==> config.mk <==
export PLATFORM = sky130hd
export DESIGN_NAME = rng_deal_ctrl
export DESIGN_NICKNAME = d
export VERILOG_FILES = /design/src/rtl/rng_deal_ctrl.sv
export SDC_FILE = /design/constraint.sdc
export NUM_CORES = 1
export LEC_CHECK = 0
export CORE_MARGIN = 2
export CORE_UTILIZATION = 55
export DETAILED_ROUTE_END_ITERATION = 8
export GPL_TIMING_DRIVEN = 1
export PLACE_DENSITY = 0.75
export SYNTH_ARGS = -nofsm -noshare
export SYNTH_HDL_FRONTEND = slang
export SYNTH_SLANG_ARGS = --single-unit
export TNS_END_PERCENT = 1
==> constraint.sdc <==
create_clock -name clk_i -period 3.3 [get_ports clk_i]
set_input_delay 0.495 -clock clk_i [delete_from_list [all_inputs] [get_ports clk_i]]
set_output_delay 0.495 -clock clk_i [all_outputs]
set_load 0.01 [all_outputs]
==> src/rtl/rng_deal_ctrl.sv <==
// Card-deal controller: round-robin arbitration over NUM_CH request channels,
// RNG fetch with range rejection, and a dealt-card bitmap with linear probing.
module rng_deal_ctrl #(
  parameter  int unsigned NUM_CH    = 4,
  parameter  int unsigned DECK_SIZE = 52,
  parameter  int unsigned RND_W     = 8,
  localparam int unsigned CARD_W    = $clog2(DECK_SIZE),
  localparam int unsigned CH_W      = (NUM_CH > 1) ? $clog2(NUM_CH) : 1
) (
  input  logic              clk_i,
  input  logic              rst_i,
  input  logic [NUM_CH-1:0] req_card_i,
  input  logic              shuffle_i,
  input  logic              rnd_valid_i,
  input  logic [RND_W-1:0]  rnd_data_i,
  output logic              rnd_req_o,
  output logic              card_valid_o,
  output logic [CARD_W-1:0] card_o,
  output logic [CH_W-1:0]   card_ch_o,
  input  logic              card_ack_i,
  output logic              deck_empty_o,
  output logic              busy_o,
  output logic [1:0]        state_o
);

  localparam int unsigned CNT_W = $clog2(DECK_SIZE + 1);

  typedef enum logic [1:0] {
    IDLE  = 2'd0,
    FETCH = 2'd1,
    CHECK = 2'd2,
    SEND  = 2'd3
  } state_t;

  state_t                state;
  logic [NUM_CH-1:0]     pend;
  logic [DECK_SIZE-1:0]  dealt;
  logic [CNT_W-1:0]      dealt_cnt;
  logic [CH_W-1:0]       rr_ptr;
  logic [CH_W-1:0]       grant;
  logic [CARD_W-1:0]     idx;
  logic                  shuf_pend;

  logic [2*NUM_CH-1:0]   pend_dbl_c;
  logic [NUM_CH-1:0]     pend_rot_c;
  logic [CH_W:0]         gnt_sum_c;
  logic [CH_W-1:0]       gnt_c;
  logic [NUM_CH-1:0]     clr_c;
  logic                  in_range_c;

  // Rotate pending flags so bit 0 is the round-robin pointer; lowest set bit wins.
  always_comb begin
    pend_dbl_c = {pend, pend} >> rr_ptr;
    pend_rot_c = pend_dbl_c[NUM_CH-1:0];
    gnt_sum_c  = '0;
    gnt_c      = '0;
    for (int i = int'(NUM_CH) - 1; i >= 0; i--) begin
      if (pend_rot_c[i]) begin
        gnt_sum_c = {1'b0, rr_ptr} + (CH_W+1)'(i);
        if (gnt_sum_c >= (CH_W+1)'(NUM_CH)) gnt_sum_c = gnt_sum_c - (CH_W+1)'(NUM_CH);
        gnt_c = CH_W'(gnt_sum_c);
      end
    end
  end

  always_comb begin
    clr_c      = (state == SEND && card_ack_i) ? (NUM_CH'(1) << grant) : '0;
    in_range_c = {1'b0, rnd_data_i} < (RND_W+1)'(DECK_SIZE);
  end

  assign state_o = state;

  always_ff @(posedge clk_i or negedge rst_i) begin
    if (!rst_i) begin
      state        <= IDLE;
      pend         <= '0;
      dealt        <= '0;
      dealt_cnt    <= '0;
      rr_ptr       <= '0;
      grant        <= '0;
      idx          <= '0;
      shuf_pend    <= 1'b0;
      rnd_req_o    <= 1'b0;
      card_valid_o <= 1'b0;
      card_o       <= '0;
      card_ch_o    <= '0;
      deck_empty_o <= 1'b0;
      busy_o       <= 1'b0;
    end else begin
      // A new request wins over the clear of the channel being acknowledged.
      pend <= (pend & ~clr_c) | req_card_i;
      if (shuffle_i && state != IDLE) shuf_pend <= 1'b1;

      case (state)
        IDLE: begin
          if (shuf_pend || shuffle_i) begin
            dealt        <= '0;
            dealt_cnt    <= '0;
            deck_empty_o <= 1'b0;
            shuf_pend    <= 1'b0;
          end else if (|pend && !deck_empty_o) begin
            grant     <= gnt_c;
            state     <= FETCH;
            rnd_req_o <= 1'b1;
            busy_o    <= 1'b1;
          end
        end
        FETCH: begin
          if (rnd_valid_i && in_range_c) begin
            idx       <= rnd_data_i[CARD_W-1:0];
            rnd_req_o <= 1'b0;
            state     <= CHECK;
          end
        end
        CHECK: begin
          if (!dealt[idx]) begin
            dealt[idx]   <= 1'b1;
            dealt_cnt    <= dealt_cnt + CNT_W'(1);
            deck_empty_o <= (dealt_cnt + CNT_W'(1)) == CNT_W'(DECK_SIZE);
            card_valid_o <= 1'b1;
            card_o       <= idx;
            card_ch_o    <= grant;
            state        <= SEND;
          end else begin
            // Probe terminates: a free card exists whenever we left IDLE.
            idx <= (idx == CARD_W'(DECK_SIZE - 1)) ? '0 : idx + CARD_W'(1);
          end
        end
        SEND: begin
          if (card_ack_i) begin
            card_valid_o <= 1'b0;
            rr_ptr       <= (grant == CH_W'(NUM_CH - 1)) ? '0 : grant + CH_W'(1);
            busy_o       <= 1'b0;
            state        <= IDLE;
          end
        end
        default: state <= IDLE;
      endcase
    end
  end

endmodule

==> flow_summary.toml, run 1 <==
[status]
status = "complete, no violations"

[global_route]
antenna_found_initial = 0
gr-total-overflow = 0
grt.total_usage = 0.2597
grt_pass1_wl_um = 18130
grt_max_degree = 57
grt_pass1_vias = 3559

[clocking]
clock-root-buffer = "clkbuf_8"
cts_made_buffers = 9
cts_tree = "built"
ctsHtreeMaxLevel = 3
cts.clk_slew.worst_paths_ps = 90
clk_latency_ps = 370
clockBufferDepth = 2
cts_hold_buf = 0
cts_sinks = 87

[final_layout]
syn_to_final_growth_pct = 12.50
drive_above_1_share = 0.1470
final_area_um2 = 5214
antenna-diode-count = 0
nNetsFinal = 473

[flow_run]
drv_cap = 0

[drt]
drc_errors = 0
wl_met2_um = 5391
viasPerCell = 6.659
met1Wirelength_um = 4917
vias = 3689
drt-total-wl_um = 11150
wl_per_cell_um = 20.12
firstDrtPassIters = 4
drt_iter0_drc = 293
wl_met3_um = 587
top_layer_used = "met4"
drtAntennaViolNets = 0

[worst_setup_path]
crit_type = "reg -> reg"
reg2reg_slack_ps = 330
cp-end-kind = "flip-flop"
rr_startpoint = "idx[0]"
cp_slowest_cell = "or3_1"
cp-start-kind = "flip-flop"
cp_max_fo = 38
rr_worst_depth = 8
r2r_end = "dealt[3]"
crit_path_frequent_cell = "buf_4"
cp_num_buf_inv = 2
crit_required_ps = 3600
cp_cell_sequence = "buf_4 > mux4_2 > a22oi_1 > o21ai_1 > or3_1 > o31ai_4 > buf_4 > a32o_1"
worstPathArrival_ps = 3260
slowest_delay_ps = 540
cp_top_family = "compound AO/OA/AOI/OAI gates"

[pwr]
p_leak_nw = 2.198
intPower_mw = 2.660
clkPwrFrac = 0.140
vdd_drop_max_mv = 0.4088
seq_power_share = 0.345
switching_share = 0.4531
powerDensity_nw_per_um2 = 932.9
combPwrFrac = 0.515
power_switching_mw = 2.204

[synthesis]
synth-seq-area-share = 0.4698
synthArstFlopShare = 1.000
synth_area_um2 = 4634
syn_inst = 418
ys.flop_type = "dfrtp_1"
ys_seq_elements = 87
synth_cell_types = 61
synth_fp_nets = 446
synth.avg_cell_area_um2 = 11.09
ys_warn_count = 0
synth_edf_count = 0

[sta]
setup_viol = 0
hold_viol = 0
setup_tns_ps = 0
timing.final.crit_share = 0.8990
worst_pin_slew_ps = 702.6
finalClockSkew_ps = 13.68
min_period_ps = 2967
slew_viol_final = 0
grt_setup_unrepaired = "no"
relSlewSlack = 0.5306
fmax_ghz = 0.3371

[placement]
io_buffer_count = 30
dp_hpwl_um = 7603
gp_congestion = 0.9101
placed_area_um2 = 5035

[die]
num_rows = 33
dieHeight_um = 95.80
die_w_um = 95.80
floorplan.initialDensity = 0.5669
ios = 31
die-area_um2 = 9177
core_area_um2 = 8175

[min_path]
hp-class = "in -> async"
sequential cells by signal (all words and copies together) (netlist names):
signal	count
idx	6
pend	4
card_valid_o	1
card_ch_o	2
busy_o	1
grant	2
shuf_pend	1
deck_empty_o	1
rr_ptr	2
card_o	6
dealt	52
dealt_cnt	6
state_o	2
rnd_req_o	1
final cells by class:
class	instances	area, um2
fill	655	2962
multi-input combinational	285	2236
sequential	87	2178
timing repair buffer	51	455.4
tap	105	131.4
clock buffer	9	123.9
clock inverter	6	47.55
inverter	11	41.29
worst register-to-register path, stage by stage (launching register included):
cell	delay (ps)
dfrtp_1	490
buf_4	280
mux4_2	340
a22oi_1	190
o21ai_1	120
or3_1	540
o31ai_4	290
buf_4	410
a32o_1	250
synthesized netlist by cell type, drive strengths merged (3+ instances only):
library cell / n / area [um2]
nand4: 3 / 18.77
nand2: 33 / 123.9
a221o: 4 / 40.04
dfrtp: 87 / 2177
buf: 17 / 118.9
nor2: 23 / 88.84
nor2b: 3 / 18.77
nand3: 13 / 70.07
nand2b: 7 / 43.79
a21oi: 12 / 60.06
nor3: 8 / 40.04
nor3b: 4 / 30.03
and3: 5 / 31.28
o211ai: 3 / 22.52
ha: 11 / 137.6
o311ai: 3 / 26.28
inv: 10 / 37.54
mux2i: 7 / 70.07
nand3b: 5 / 37.54
o21ai: 12 / 60.06
clkbuf: 18 / 67.56
a32o: 52 / 520.5
and3b: 4 / 35.03
a31oi: 5 / 31.28
a211oi: 3 / 22.52
mux2: 15 / 168.9
mux4: 9 / 202.7
and2: 6 / 37.54
a21o: 5 / 37.54
routing by layer:
layer | vias up | GRT usage
met1 | 1857 | 0.3624
met3 | 23 | 0.03446
met5 | - | 0
met4 | 0 | 0.1095
met2 | 131 | 0.4108
li1 | 1678 | -
how the worst max path moves through the flow:
stage	from	end	slack, ps	cells after the start
final	idx[0]	dealt[3]	330	8
after global routing	idx[0]	dealt[3]	120	8
after CTS	idx[1]	idx[1]	200	6
after detailed placement	idx[1]	idx[1]	230	6
after global placement	idx[1]	idx[1]	310	6
after floorplan	idx[1]	dealt_cnt[4]	680	8
stage by stage:
stage	setup slack (ps)	std cells	power, mW	hold WS, ps	util
after floorplan	680.5	418	3.480	199.4	-
final	333.4	554	4.864	169.8	0.6377
after global routing	118.5	554	5.183	228.2	0.6377
after global placement	312.0	539	4.083	468.2	0.6159
after detailed placement	227.1	539	4.164	474.2	0.6159
after CTS	197.4	554	4.841	184.8	0.6368
placed cells by master, fill, tap and decap left out, types with 4 or more instances in the layout:
master            n
a221o_1           4
mux4_2            9
clkbuf_8          9
nand2_1          33
o21ai_0          10
a31oi_1           5
nor2_1           22
inv_1            10
a21o_1            5
ha_1             11
and3_1            5
nand3_1          12
nand2b_1          7
nor3_1            8
and3b_1           4
nor3b_1           4
buf_4            22
clkdlybuf4s50_1  29
nand3b_1          5
a32o_1           52
and2_1            6
dfrtp_1          86
mux2_2           14
mux2i_1           7
a21oi_1          12
power by group through the flow:
stage / Combinational (mW) / Sequential (mW) / Clock, mW
after detailed placement: 2.46 / 1.70 / 0
after global routing: 2.72 / 1.73 / 0.732
after CTS: 2.48 / 1.68 / 0.688
final: 2.50 / 1.68 / 0.682
after global placement: 2.40 / 1.68 / 0
after floorplan: 1.90 / 1.58 / 0
logic make-up after synthesis:
family	Yosys count	share of synthesized area
simple gates	122	0.1369
compound gates	119	0.2154
flops	87	0.4698
buf+inv	46	0.04913
mux	31	0.09530
fa+ha+maj	11	0.02970
xor+xnor	2	0.003780
repair_timing:
action / in CTS / in global routing
endpoints found under the setup margin: 0 / 3
hold endpoints to repair: 0 / 0
setup buffers: 0 / 0
resized for setup: 0 / 2
Note: power is estimated with default switching activity, not from simulation.
==> inputs of run 2 (changes only) <==
--- a/config.mk
+++ b/config.mk
@@ -6,4 +6,5 @@
 export NUM_CORES = 1
 export LEC_CHECK = 0
+export CAP_MARGIN = 10
 export CORE_MARGIN = 2
 export CORE_UTILIZATION = 55
==> constraint.sdc (replaced) <==
create_clock -name clk_i -period 3.3 [get_ports clk_i]
set_input_delay 0.99 -clock clk_i [delete_from_list [all_inputs] [get_ports clk_i]]
set_output_delay 0.99 -clock clk_i [all_outputs]
set_load 0.01 [all_outputs]
==> flow_summary.toml, run 2 (synthesis gave the netlist of run 1 again) <==
[sta]
setup_tns_ps = 0
timing.final.crit_share = 0.9103
finalClockSkew_ps = 13.01
worst_pin_slew_ps = 1038
grt_setup_unrepaired = "no"
hold_viol = 0
relSlewSlack = 0.3025
min_period_ps = 3004
hold_ws_ps = 494.6
setup_viol = 0
fmax_ghz = 0.3329
slew_viol_final = 0

[final_layout]
seqCellArea_um2 = 2177
final_common_cell = "dfrtp_1"
largest_reg_flops = 52
syn_to_final_growth_pct = 13.61
nFillCells = 637
multi_input_area_um2 = 2230
final_cell_mix = "dfrtp_1 (87), a32o_1 (52), nand2_1 (33)"
nNetsFinal = 471
largest_register = "dealt"
drive_above_1_share = 0.1384
antenna-diode-count = 0

[status]
status = "complete, no violations"

[global_route]
grt_pass1_wl_um = 18500
grt_pass1_vias = 3644
antenna_found_initial = 0
gr-total-overflow = 0
grt.total_usage = 0.2655
grt_max_degree = 58

[drt]
firstDrtPassIters = 4
drc_errors = 0
vias = 3682
drt-total-wl_um = 11170
drtAntennaViolNets = 0
wl_per_cell_um = 20.20
viasPerCell = 6.658
drt_iter0_drc = 265

[die]
floorplan.initialDensity = 0.5669
ios = 31
num_rows = 33
core_area_um2 = 8175
die-area_um2 = 9177
dieHeight_um = 95.80
die_w_um = 95.80

[worst_setup_path]
cp_cell_sequence = "buf_4 > mux4_2 > and3_1 > a31oi_1 > nand3_2 > o31ai_4 > buf_12 > a32o_1"
cp_slowest_cell = "dfrtp_1"
cp_max_fo = 51
cp_top_family = "compound AO/OA/AOI/OAI gates"
crit_type = "reg -> reg"
cp-start-kind = "flip-flop"
cp-end-kind = "flip-flop"
slowest_delay_ps = 570
crit_required_ps = 3600
worstPathArrival_ps = 3300
cp_num_buf_inv = 2

[clocking]
cts_tree = "built"
cts_hold_buf = 0
ctsHtreeMaxLevel = 3
post_cts_buffers = 0
cts_made_buffers = 9
clk_latency_ps = 360
clockBufferDepth = 2
cts_sinks = 87
cts.clk_slew.worst_paths_ps = 90
cts_resized = 0
clock-root-buffer = "clkbuf_8"

[placement]
dp_hpwl_um = 7631
gp_congestion = 0.8730
io_buffer_count = 30

[pwr]
vdd_drop_max_mv = 0.7756
power_switching_mw = 2.204
combPwrFrac = 0.509
clkPwrFrac = 0.157
powerDensity_nw_per_um2 = 953.3
switching_share = 0.4392
intPower_mw = 2.815
p_leak_nw = 2.226
seq_power_share = 0.334

[flow_run]
drv_cap = 0

[min_path]
hp-class = "reg -> reg"
==> run 2: cell types whose count changed in the layout (fill, tap and decap cells not counted), sizes merged <==
cell / before / now
bufinv: 0 / 1
clkinvlp: 3 / 1
clkbuf: 9 / 11
buf: 22 / 20
==> run 2: final timing paths <==
kind	startpoint	end	slack, ps	cells after the start
min in group asynchronous	rst_i	deck_empty_o	620	1
worst min-delay path	dealt[23]	dealt[23]	490	1
max in group asynchronous	rst_i	dealt[43]	2040	2
worst min register to register	dealt[23]	dealt[23]	490	1
worst max register to register	idx[1]	dealt[19]	300	8
worst max-delay path	idx[1]	dealt[19]	300	8
==> run 2: worst reg2reg max path, stage by stage (launching register included) <==
cell and delay, ps:
dfrtp_1 570, buf_4 350, mux4_2 340, and3_1 190, a31oi_1 360, nand3_2 240
o31ai_4 370, buf_12 280, a32o_1 240
==> run 2: cell type report <==
| cell class | instances | share of cell area |
|---|---|---|
| Timing Repair Buffer | 49 | 0.09078 |
| Tap cell | 105 | 0.02495 |
| Clock inverter | 5 | 0.01260 |
| Multi-Input combinational cell | 285 | 0.4235 |
| Inverter | 11 | 0.007842 |
| Sequential cell | 87 | 0.4135 |
| Clock buffer | 11 | 0.02685 |
==> run 2: power by group through the flow <==
stage               registers (mW)  logic [mW]  clock network, mW
floorplan                     1.58        1.90                  0
CTS                           1.67        2.53              0.797
global placement              1.68        2.47                  0
detailed placement            1.70        2.52                  0
finish                        1.68        2.55              0.786
global route                  1.73        2.78              0.845
==> run 2: per-layer routing <==
metal | GRT usage | vias up | wire length [um]
li1 | - | 1671 | -
met4 | 0.1167 | 0 | 258
met2 | 0.4190 | 119 | 5428
met1 | 0.3697 | 1874 | 4903
met5 | 0 | - | 0
met3 | 0.03524 | 18 | 583
==> run 2: stage by stage <==
step	instances	instance area, um2	util	power (mW)	setup slack (ps)
finish	553	5265	0.6440	5.019	296.0
global placement	537	5057	0.6186	4.147	264.6
CTS	553	5265	0.6440	5.002	286.6
detailed placement	537	5057	0.6186	4.221	139.7
global route	553	5265	0.6440	5.354	92.55
floorplan	418	4634	-	3.480	680.5
